--- config.mk ---
export PLATFORM = sky130hd
export DESIGN_NAME = successive_arith_unit
export DESIGN_NICKNAME = d
export VERILOG_FILES = /design/src/rtl/successive_arith_unit.sv
export SDC_FILE = /design/constraint.sdc
export NUM_CORES = 1
export LEC_CHECK = 0
export ABC_AREA = 1
export BUFFER_PORTS_ARGS = -buffer_cell sky130_fd_sc_hd__buf_2
export CAP_MARGIN = 10
export CELL_PAD_IN_SITES_DETAIL_PLACEMENT = 0
export CELL_PAD_IN_SITES_GLOBAL_PLACEMENT = 2
export CORE_ASPECT_RATIO = 1.75
export CORE_MARGIN = 3
export CORE_UTILIZATION = 35
export DETAILED_ROUTE_END_ITERATION = 8
export PLACE_DENSITY_LB_ADDON = 0.15
export SLEW_MARGIN = 20
export SYNTH_ARGS = -nofsm -noshare
export SYNTH_HDL_FRONTEND = slang
export SYNTH_SLANG_ARGS = --single-unit
--- constraint.sdc ---
create_clock -name clk -period 2.35 [get_ports clk]
set_input_delay 0.3525 -clock clk [delete_from_list [all_inputs] [get_ports clk]]
set_output_delay 0.3525 -clock clk [all_outputs]
set_load 0.005 [all_outputs]
--- src/rtl/successive_arith_unit.sv ---
// ============================================================================
// Module   : successive_arith_unit
// Purpose  : Sequential unsigned multiply/divide coprocessor. Multiply is done
//            by repeated addition and divide by repeated subtraction, one step
//            per clock. Operands are latched with start; results are held
//            between operations.
// Ports    : clk          - rising-edge clock
//            reset        - asynchronous, active-low reset
//            start        - operation request (sampled in IDLE only)
//            op           - 0 = multiply, 1 = divide
//            a, b         - multiplicand/dividend, multiplier/divisor
//            busy         - high while RUN or DONE
//            done         - one-cycle pulse when results are valid
//            result_lo    - product low half / quotient
//            result_hi    - product high half / remainder
//            div_by_zero  - set when the last completed divide had b == 0
// Revision : 1.0 - initial release
// ============================================================================
`default_nettype none

module successive_arith_unit #(
  parameter int WIDTH    = 8,
  parameter int SWAP_OPT = 1
) (
  input  logic             clk,
  input  logic             reset,
  input  logic             start,
  input  logic             op,
  input  logic [WIDTH-1:0] a,
  input  logic [WIDTH-1:0] b,
  output logic             busy,
  output logic             done,
  output logic [WIDTH-1:0] result_lo,
  output logic [WIDTH-1:0] result_hi,
  output logic             div_by_zero
);

  localparam int ACC_W = 2 * WIDTH;

  typedef enum logic [1:0] {
    ST_IDLE = 2'd0,
    ST_RUN  = 2'd1,
    ST_DONE = 2'd2
  } state_e;

  state_e             state_q, state_d;
  logic               op_q, op_d;
  logic [WIDTH-1:0]   b_q, b_d;
  logic [WIDTH-1:0]   cnt_q, cnt_d;
  logic [ACC_W-1:0]   addend_q, addend_d;
  logic [ACC_W-1:0]   acc_q, acc_d;
  logic [WIDTH-1:0]   rem_q, rem_d;
  logic [WIDTH-1:0]   quo_q, quo_d;
  logic [WIDTH-1:0]   res_lo_q, res_lo_d;
  logic [WIDTH-1:0]   res_hi_q, res_hi_d;
  logic               dbz_q, dbz_d;
  logic               busy_q, busy_d;
  logic               done_q, done_d;

  // Multiply setup: iteration count and the operand that gets accumulated.
  logic [WIDTH-1:0]   count_init;
  logic [WIDTH-1:0]   addend_init;

  generate
    if (SWAP_OPT != 0) begin : g_swap
      // Iterate over the smaller operand to minimise cycle count.
      assign count_init  = (a < b) ? a : b;
      assign addend_init = (a < b) ? b : a;
    end else begin : g_noswap
      assign count_init  = b;
      assign addend_init = a;
    end
  endgenerate

  always_ff @(posedge clk or negedge reset) begin
    if (!reset) begin
      state_q  <= ST_IDLE;
      op_q     <= 1'b0;
      b_q      <= '0;
      cnt_q    <= '0;
      addend_q <= '0;
      acc_q    <= '0;
      rem_q    <= '0;
      quo_q    <= '0;
      res_lo_q <= '0;
      res_hi_q <= '0;
      dbz_q    <= 1'b0;
      busy_q   <= 1'b0;
      done_q   <= 1'b0;
    end else begin
      state_q  <= state_d;
      op_q     <= op_d;
      b_q      <= b_d;
      cnt_q    <= cnt_d;
      addend_q <= addend_d;
      acc_q    <= acc_d;
      rem_q    <= rem_d;
      quo_q    <= quo_d;
      res_lo_q <= res_lo_d;
      res_hi_q <= res_hi_d;
      dbz_q    <= dbz_d;
      busy_q   <= busy_d;
      done_q   <= done_d;
    end
  end

  always_comb begin
    state_d  = state_q;
    op_d     = op_q;
    b_d      = b_q;
    cnt_d    = cnt_q;
    addend_d = addend_q;
    acc_d    = acc_q;
    rem_d    = rem_q;
    quo_d    = quo_q;
    res_lo_d = res_lo_q;
    res_hi_d = res_hi_q;
    dbz_d    = dbz_q;

    unique case (state_q)
      ST_IDLE: begin
        if (start) begin
          op_d     = op;
          b_d      = b;
          cnt_d    = count_init;
          addend_d = {{WIDTH{1'b0}}, addend_init};
          acc_d    = '0;
          rem_d    = a;
          quo_d    = '0;
          // A zero divisor also passes through one RUN cycle, so every
          // operation completes at least one edge after it is accepted.
          state_d  = ST_RUN;
        end
      end

      ST_RUN: begin
        if (!op_q) begin
          if (cnt_q != '0) begin
            acc_d = acc_q + addend_q;
            cnt_d = cnt_q - WIDTH'(1);
          end else begin
            res_lo_d = acc_q[WIDTH-1:0];
            res_hi_d = acc_q[ACC_W-1:WIDTH];
            dbz_d    = 1'b0;
            state_d  = ST_DONE;
          end
        end else if (b_q == '0) begin
          // rem_q still holds the untouched dividend here.
          res_lo_d = '1;
          res_hi_d = rem_q;
          dbz_d    = 1'b1;
          state_d  = ST_DONE;
        end else if (rem_q >= b_q) begin
          rem_d = rem_q - b_q;
          quo_d = quo_q + WIDTH'(1);
        end else begin
          res_lo_d = quo_q;
          res_hi_d = rem_q;
          dbz_d    = 1'b0;
          state_d  = ST_DONE;
        end
      end

      ST_DONE: begin
        state_d = ST_IDLE;
      end

      default: begin
        state_d = ST_IDLE;
      end
    endcase

    // Status flags are registered from the next state so they line up
    // exactly with the state register.
    busy_d = (state_d != ST_IDLE);
    done_d = (state_d == ST_DONE);
  end

  assign busy        = busy_q;
  assign done        = done_q;
  assign result_lo   = res_lo_q;
  assign result_hi   = res_hi_q;
  assign div_by_zero = dbz_q;

endmodule

`default_nettype wire

# Word level (Yosys, flattened, before mapping)

Cells that the tools add are included.
Widths: inputs -> output; s select.

$add $sub $neg: 4
Order comparisons: 2
Eq/ne operators: 10
Mux-type cells: 38
Reductions and logical operators: 9

Operators by type and width:

| cell                | count |
|---|---|
| $mux 8              | 21 |
| $mux 16             | 3 |
| $pmux 8 s2          | 3 |
| $pmux 16 s2         | 1 |
| $add 16x8->16       | 1 |
| $ne 2x2->1 const B  | 7 |
| $mux 2              | 5 |
| $add 8x1->8 const B | 1 |
| $ge 8x8->1          | 1 |
| $logic_not 8->1     | 1 |
| $lt 8x8->1          | 1 |
| $reduce_bool 8->1   | 1 |
| $sub 8x1->8 const B | 1 |
| $sub 8x8->8         | 1 |
| $reduce_and 5->1    | 1 |
| $mux 1              | 4 |
| $pmux 2 s2          | 1 |
| $reduce_and 4->1    | 1 |
| $reduce_bool 2->1   | 2 |
| $ne 3x3->1 const B  | 1 |
| $reduce_and 3->1    | 1 |
| $eq 2x1->1 const B  | 1 |
| $eq 2x2->1 const B  | 1 |
| $logic_not 2->1     | 1 |
| $reduce_and 2->1    | 1 |

Register bits after elaboration: 78
Input bits: 20
Output and inout bits: 19
Logic and storage cells: 76

# Logic depth before layout (Yosys ltp)

Gate-level depths: netlist of the first run.

Depth in word-level cells: 6
Mapped depth: 14

# Least setup slack after synthesis of the first run

OpenSTA, ideal clock, no wires.

Path kind: reg-to-reg
Start: reg b_q[0]
End: reg rem_q[6]
Library setup time: 66 ps
Arrival time: 1,814 ps
Slack: 470 ps
Cell stages (with the launch flop): 13
Path buffers: 1
Period minus slack after synthesis: 1,880 ps
Path through: dfrtp_1 > ha_1 > fa_1 > inv_1 > nand3_1 > nand2_2 > o21ai_2 > nand2_2 > nand2_2 > nand2_2 > buf_4 > nand2_1 > nand2_1

Word-level cells in the longest chain between the ends: 5
Elaborated cells on any way between the ends: 10

RTL lines:

| what                     | RTL line | RTL |
|---|---|---|
| start: declaration       | 48       | `logic [WIDTH-1:0] b_q, b_d;` |
| start signal: assignment | 79       | `b_q <= '0;` |
| start signal: assignment | 93       | `b_q <= b_d;` |
| $sub 8x8->8              | 154      | `rem_d = rem_q - b_q;` |
| $mux 8                   | 153      | `end else if (rem_q >= b_q) begin` |
| $mux 8                   | 147      | `end else if (b_q == '0) begin` |
| $mux 8                   | 137      | `if (!op_q) begin` |
| $pmux 8 s2               | 120      | `unique case (state_q)` |
| end signal: assignment   | 97       | `rem_q <= rem_d;` |
| end: declaration         | 52       | `logic [WIDTH-1:0] rem_q, rem_d;` |

Parallel ways exist; a longest one is shown, timed or not. The select of a mux whose other input is x is not followed.
A chain may end at the register's enable or synchronous reset.

# Worst setup path after layout of the first run

Start: reg b_q[0]
End: reg rem_q[0]

Same word-level chain as after synthesis.

==> results.ini, run 1 <==
[final_layout]
most-common-layout-cells=224 x nand2_1, 78 x dfrtp_1, 64 x inv_1, 62 x o21ai_0, 54 x nand3_1
design_area_um2=5600
antenna_cells=0
fillers=1488
drive_gt1_share_pct=12.2
fin_nets=770
post-route-util_pct=41.2
final_cells=901
mostFrequentLayoutCell=nand2_1
area_delta_synth_final_pct=13.7

[timing]
fin_skew_ns=0.00797
worst-slew-pin-transition_ns=0.700
period_share_pct=87.7
timing.fmax_mhz=485
report.final.slew_viol_count=0
slew-limit-headroom_pct=53.0
setup_viol=0
hold_violations=0
period_needed_ns=2.06
rsz0062_at_grt=false
setup_tns_ns=0

[worst_setup_path]
reg2reg_from=b_q[0]
crit_required_ns=2.56
critPathCaptureType=flop
crit_fanout=16
worstPathArrival_ns=2.27
r2r_cells=10
path_class=flop to flop
reg2reg_to=rem_q[0]
start_kind=flop
r2r_setup_slack_ns=0.29

[place]
port_buffers=38
placedCellCount=884
place_area_um2=5300
place.gp.congestion=0.856
hpwl_mm=11.3

[clocking]
cts_buffers=9
cts_tree=yes
htree_levels=3
clk_pin_slew_ns=0.07
clk_latency_ns=0.34
clockRootBuffer=clkbuf_16
cts.path.max_buffers=2
cts_setup_buffers=0
cts.sinks=78

[worst_hold_path]
hold_depth=3
worstHoldStart=op
min_to=op_q
hold_class=primary input to flop

[power]
p_sw_mw=3.62
cellLeakagePower_nw=2.95
fin_total_pwr_mw=7.70
ir_drop_uv=550
sequentialPowerShare_pct=29.6
comb_power_share_pct=51.9
intPower_mw=4.08
clkPwrFrac_pct=18.5
powerDensity_nw_per_um2=1370
netSwitchingFraction_pct=47.0

[floorplanning]
die_area_um2=15600
die_w_um=95.7
pin_count=39
die_h_um=163
core-area_um2=13600
rows=56
start_util_pct=36.2

[drt]
wl_per_cell_um=16.2
vias=4408
dr.pass1.iters=5
drc_errors=0
ant_nets=0
route.final.wire_length_mm=14.6
drt_iter0_markers=179
routed_via_density=4.89

[logic_synthesis]
synth_area_leaders=dfrtp_1 40%, nand2_1 17%, ha_1 6.6%
syn_nets=733
synth-edff-count=0
syn_inst=685
synth_top_cell_by_area=dfrtp_1
yosysWarnings=0
ys_async_sr_fraction_pct=100
syn_avg_cell_area_um2=7.19
synth-seq-cells=78
synth_area_um2=4930
synth_top_area_share_pct=39.6
ys_types=31
synth-main-ff-cell=dfrtp_1
seq_area_frac_synth_pct=39.6

[global_routing]
grtUsageTotal_pct=20.1
grt_pass1_vias=4507
gr-total-overflow=0
grt_pass1_wl_mm=23.7
antenna_found_initial=0
grt_max_degree=55

[run]
cap_violations=0

[status]
outcome=complete, no violations

==> what timing repair did <==
action | CTS | global route
gates resized for setup | 0 | 0
endpoints found under the hold margin | 24 | 0
hold buffers | 1 | 0
==> power by group through the flow <==
stage | Combinational, mW | Clock [mW] | Sequential [mW]
after detailed placement | 4.03 | 0 | 2.31
final | 4.00 | 1.42 | 2.28
after global routing | 4.61 | 1.51 | 2.35
after CTS | 4.06 | 1.46 | 2.29
after floorplan | 3.02 | 0 | 2.15
after global placement | 4.02 | 0 | 2.29
==> final cells by class <==
class | count | area, µm² | area share [%]
multi-input combinational | 514 | 2580 | 46.0
sequential | 78 | 1950 | 34.8
timing repair buffer | 49 | 290 | 5.18
inverter | 70 | 265 | 4.73
clock buffer | 9 | 225 | 4.02
tap | 174 | 218 | 3.88
clock inverter | 7 | 73.8 | 1.32
==> stage by stage <==
step | hold WS (ns) | setup WS (ns)
floorplan | 0.0569 | 0.470
global placement | 0.286 | 0.334
detailed placement | 0.293 | 0.287
CTS | 0.233 | 0.271
global route | 0.260 | 0.134
finish | 0.238 | 0.288
==> synth_stat cells, types with 4 or more instances <==
cell,n
nand4_1,9
clkbuf_1,10
nand2_2,9
nand3_1,54
nor3_1,8
nor2_1,41
ha_1,26
nand2_1,224
buf_4,4
a21oi_1,34
buf_2,5
xor2_1,7
or2_2,4
o21ai_1,12
xnor2_1,7
inv_1,64
inv_2,5
o21ai_0,62
dfrtp_1,78
==> state kept, by name (all words and copies together), names as in the netlist <==
register	flops
acc_q	16
result_lo	8
result_hi	8
div_by_zero	1
quo_q	8
addend_q	8
b_q	8
busy	1
state_q	2
done	1
op_q	1
cnt_q	8
rem_q	8
==> worst max-delay path by stage <==
stage	startpoint	endpoint	slack, ns	depth (start not counted)
2_1_floorplan	b_q[0]	rem_q[6]	0.47	12
3_3_place_gp	b_q[0]	rem_q[7]	0.33	11
3_5_place_dp	b_q[0]	rem_q[0]	0.29	10
4_1_cts	b_q[0]	rem_q[0]	0.27	10
5_1_grt	b_q[0]	div_by_zero	0.13	12
6_report	b_q[0]	rem_q[0]	0.29	10
==> layer usage <==
metal | vias up | part of all wire, % | GRT usage [%]
met2 | 71 | 54 | 37.0
met5 | - | 0 | 0
li1 | 2289 | - | -
met4 | 0 | 2.4 | 6.80
met1 | 2029 | 41 | 23.5
met3 | 19 | 2.9 | 2.40
==> worst max-delay path, stage by stage (launching register included) <==
cell and delay (ns):
dfrtp_1 0.41, ha_1 0.24, fa_1 0.41, inv_1 0.07
nand3_1 0.07, nand2_2 0.11, o21ai_2 0.06, nand2_2 0.09
nand2_2 0.07, nand2_2 0.28, o21ai_0 0.13
==> cells by family after synthesis <==
family                     Yosys count  share of synthesized area, %
xor gates and xnor gates            14                          2.49
DFF                                 78                          39.6
AOI/OAI and AO/OA                  116                          12.2
buffers and inverters               93                          8.02
adders and majority gates           28                          7.41
and+or+nand+nor                    356                          30.3
No activity file was read; power rests on OpenSTA's default activity.
==> run 2, diff against run 1 <==
- BUFFER_PORTS_ARGS: -buffer_cell sky130_fd_sc_hd__buf_2 -> -buffer_cell sky130_fd_sc_hd__clkbuf_2
==> run 2 against run 1 <==
Hold slack gained 0.017 ns. First-iteration DRC count up 15%. Sequential power is essentially flat. Critical endpoint unchanged. Utilization about the same. Clock-buffer cell count unchanged. Combinational power is 3% higher. Via count is 1.5% higher. Final cell count grew 0.11%. Largest power group unchanged. Setup slack worse by 0.061 ns. Clock skew decreased by 0.0012 ns. Clock power is essentially flat. Sequential cell count stayed put.
==> results.ini, run 2 (synthesis results as in run 1) <==
[status]
outcome=complete, no violations

[timing]
hold_violations=0
setup_viol=0
period_share_pct=90.4
worst-slew-pin-transition_ns=0.727
rsz0062_at_grt=false
report.final.slew_viol_count=0
setup_tns_ns=0
hold_ws_ns=0.255
fin_skew_ns=0.00674
slew-limit-headroom_pct=51.2
setup_ws_ns=0.227
period_needed_ns=2.12
timing.fmax_mhz=471

[clocking]
cts_tree=yes
cts_setup_buffers=0
htree_levels=3
cts_resized=0
cts_buffers=9
cts_hold_buf=1
clk_latency_ns=0.34
clk_pin_slew_ns=0.07
cts.sinks=78
cts.path.max_buffers=2
clockRootBuffer=clkbuf_16

[floorplanning]
die_h_um=163
pin_count=39
core-area_um2=13600
rows=56
die_area_um2=15600
start_util_pct=36.2
die_w_um=95.7

[final_layout]
largest-register=acc_q
regArea_um2=1950
most-common-layout-cells=224 x nand2_1, 78 x dfrtp_1, 64 x inv_1, 62 x o21ai_0, 54 x nand3_1
largest_register_ffs=16
area_delta_synth_final_pct=13.8
mostFrequentLayoutCell=nand2_1
fillers=1506
fin_nets=771
antenna_cells=0
multi_input_area_um2=2580
drive_gt1_share_pct=12.4

[drt]
dr.pass1.iters=6
vias=4476
drt_iter0_markers=206
route.final.wire_length_mm=14.9
drc_errors=0
wl_per_cell_um=16.6
routed_via_density=4.96
ant_nets=0

[worst_setup_path]
crit_fanout=16
worstPathArrival_ns=2.38
start_kind=flop
crit_required_ns=2.60
r2r_cells=11
path_class=flop to flop
critPathCaptureType=flop

[place]
post-place-ws_ns=0.270
hpwl_mm=11.6
port_buffers=38
place.gp.congestion=0.915

[global_routing]
antenna_found_initial=0
grt_pass1_wl_mm=24.1
grtUsageTotal_pct=20.5
gr-total-overflow=0
grt_pass1_vias=4671
grt_max_degree=44

[power]
cellLeakagePower_nw=2.95
powerDensity_nw_per_um2=1390
ir_drop_uv=597
fin_total_pwr_mw=7.81

[worst_hold_path]
hold_class=primary input to flop
hold_depth=3

[run]
cap_violations=0

## run 2: where the power goes
part,switching (mW),internal [mW],total [mW]
sequential,0.437,1.85,2.28
combinational,2.69,1.41,4.11
clock,0.592,0.827,1.42
total,3.72,4.09,7.81
## run 2: layout make-up
type	instances	area share, %
inverters	70	4.73
flip-flops and latches	78	34.8
multi-input cells	514	46.0
clock inverters	7	1.27
well taps	174	3.88
clock buffers	9	4.02
repair buffers	50	5.31
## run 2: through the flow
stage,utilization (%),area [µm²],instances
floorplan,-,4930,685
global placement,39.0,5300,885
detailed placement,39.0,5300,885
CTS,41.3,5610,902
global route,41.3,5610,902
finish,41.3,5610,902
## run 2: worst max-delay path, stage by stage, from the launching register on
cell	delay, ns
dfrtp_1	0.41
ha_1	0.24
fa_1	0.42
inv_1	0.07
nand3_1	0.08
nand2_2	0.12
o21ai_2	0.06
nand2_2	0.10
nand2_2	0.08
nand2_2	0.28
nand2_1	0.09
o21ai_0	0.08
## run 2: worst paths after layout
check | from | end | slack, ns
setup / recovery | b_q[0] | rem_q[0] | 0.23
hold reg to reg | result_lo[3] | result_lo[3] | 0.48
setup reg to reg | b_q[0] | rem_q[0] | 0.23
max in group asynchronous | reset | addend_q[2] | 1.19
hold / removal | op | op_q | 0.26
min in group asynchronous | reset | result_hi[7] | 0.52
## run 2: metal layers
layer  part of all wire [%]  up-vias  wire (µm)  global-route usage, %
li1                       -     2284          -                      -
met1                     41     2090       6200                   23.6
met2                     53       72       7940                   37.3
met3                    2.0       30        293                   2.31
met4                    3.4        0        507                   8.42
met5                      0        -          0                      0
==> run 3, diff against run 2 <==
- PLACE_DENSITY: unset -> 0.8
- PLACE_DENSITY_LB_ADDON: 0.15 -> unset
==> run 3 against run 2 <==
Global-route usage decreased by 0.29 points. Die area stayed put. Power decreased by 0.67%. Combinational power is 2% lower. Sequential power barely moved. Critical path type unchanged.
==> results.ini, run 3 (synthesis results as in run 1) <==
[status]
outcome=complete, no violations

[global_routing]
gr-total-overflow=0
grtUsageTotal_pct=20.2
antenna_found_initial=0
grt.busiest_layer=met2
grt_pass1_vias=4471
met2_usage_pct=36.4
use_met3_pct=2.64
grt_max_degree=59
grt_use_met1_pct=23.8
grt_pass1_wl_mm=23.7

[place]
hpwl_mm=11.2
place.gp.congestion=0.872
port_buffers=38
place_area_um2=5290
post-place-ws_ns=0.233

[drt]
dr.pass1.iters=4
vias=4491
wl_per_cell_um=16.4
ant_nets=0
drt_iter0_markers=208
drc_errors=0
routed_via_density=4.99
route.final.wire_length_mm=14.7

[final_layout]
largest-register=acc_q
post-route-util_pct=41.2
most-common-layout-cells=224 x nand2_1, 78 x dfrtp_1, 64 x inv_1, 62 x o21ai_0, 54 x nand3_1
antenna_cells=0
mostFrequentLayoutCell=nand2_1
design_area_um2=5600
area_delta_synth_final_pct=13.7
largest_register_ffs=16
drive_gt1_share_pct=12.1
fin_nets=769

[timing]
setup_tns_ns=0
timing.fmax_mhz=472
period_needed_ns=2.12
fin_skew_ns=0.00820
setup_viol=0
worst-slew-pin-transition_ns=0.715
report.final.slew_viol_count=0
hold_violations=0
period_share_pct=90.2
slew-limit-headroom_pct=52.0
setup_ws_ns=0.230
rsz0062_at_grt=false

[floorplanning]
core-area_um2=13600
rows=56
die_h_um=163
die_area_um2=15600
start_util_pct=36.2
pin_count=39
die_w_um=95.7

[worst_hold_path]
hold_class=primary input to flop
hold_depth=3
min_to=op_q
worstHoldStart=op

[worst_setup_path]
critPathCaptureType=flop
reg2reg_to=result_hi[5]
r2r_cells=12
crit_required_ns=2.59
path_class=flop to flop
start_kind=flop
crit_fanout=17
worstPathArrival_ns=2.36
r2r_setup_slack_ns=0.23
reg2reg_from=b_q[0]

[clocking]
cts_tree=yes
cts_buffers=9
clk_pin_slew_ns=0.07
htree_levels=3
cts_setup_buffers=0
clk_latency_ns=0.34
cts.sinks=78
cts_resized=0
cts.path.max_buffers=2
clockRootBuffer=clkbuf_16

[power]
cellLeakagePower_nw=2.93
fin_total_pwr_mw=7.76
powerDensity_nw_per_um2=1390
ir_drop_uv=581

[run]
cap_violations=0

-- run 3: through the flow --
stage          instances  hold slack, ns
2_1_floorplan        685          0.0569
3_3_place_gp         883           0.263
3_5_place_dp         883           0.269
4_1_cts              900           0.249
5_1_grt              900           0.273
6_report             900           0.243
-- run 3: routing by layer --
metal  up-vias  share of wire, %
li1       2283                 -
met5         -                 0
met2        84                54
met1      2107                41
met3        17               2.5
met4         0               2.4
-- run 3: critical path, cell delays in order, from the launching register on --
cell and delay [ns]:
dfrtp_1 0.40, ha_1 0.25, fa_1 0.41, inv_1 0.07, nand3_1 0.07, nand2_2 0.11
o21ai_2 0.06, nand2_2 0.10, nand2_2 0.07, nand3_2 0.14, inv_2 0.16, nand2_1 0.11
nand2_1 0.05
-- run 3: final cells by class --
type | count | area, µm²
Inverter | 70 | 265
Tap cell | 174 | 218
Clock inverter | 7 | 78.8
Multi-Input combinational cell | 514 | 2580
Clock buffer | 9 | 225
Timing Repair Buffer | 48 | 283
Fill cell | 1472 | 7990
Sequential cell | 78 | 1950
-- run 3: what timing repair did --
item | CTS | global route
hold buffers | 1 | 0
endpoints found under the setup margin | 0 | 0
endpoints found under the hold margin | 20 | 0
-- run 3: how the worst max path moves through the flow --
stage,from,end,slack [ns],cells past startpoint
after floorplan,b_q[0],rem_q[6],0.47,12
after global placement,b_q[0],result_hi[5],0.28,12
after detailed placement,b_q[0],result_hi[5],0.23,12
after CTS,b_q[0],result_hi[5],0.22,12
after global routing,rem_q[0],result_hi[1],0.01,13
final,b_q[0],result_hi[5],0.23,12
-- run 3: power breakdown --
| part | internal (mW) | switching [mW] |
|---|---|---|
| sequential | 1.85 | 0.425 |
| combinational | 1.38 | 2.63 |
| clock | 0.835 | 0.635 |
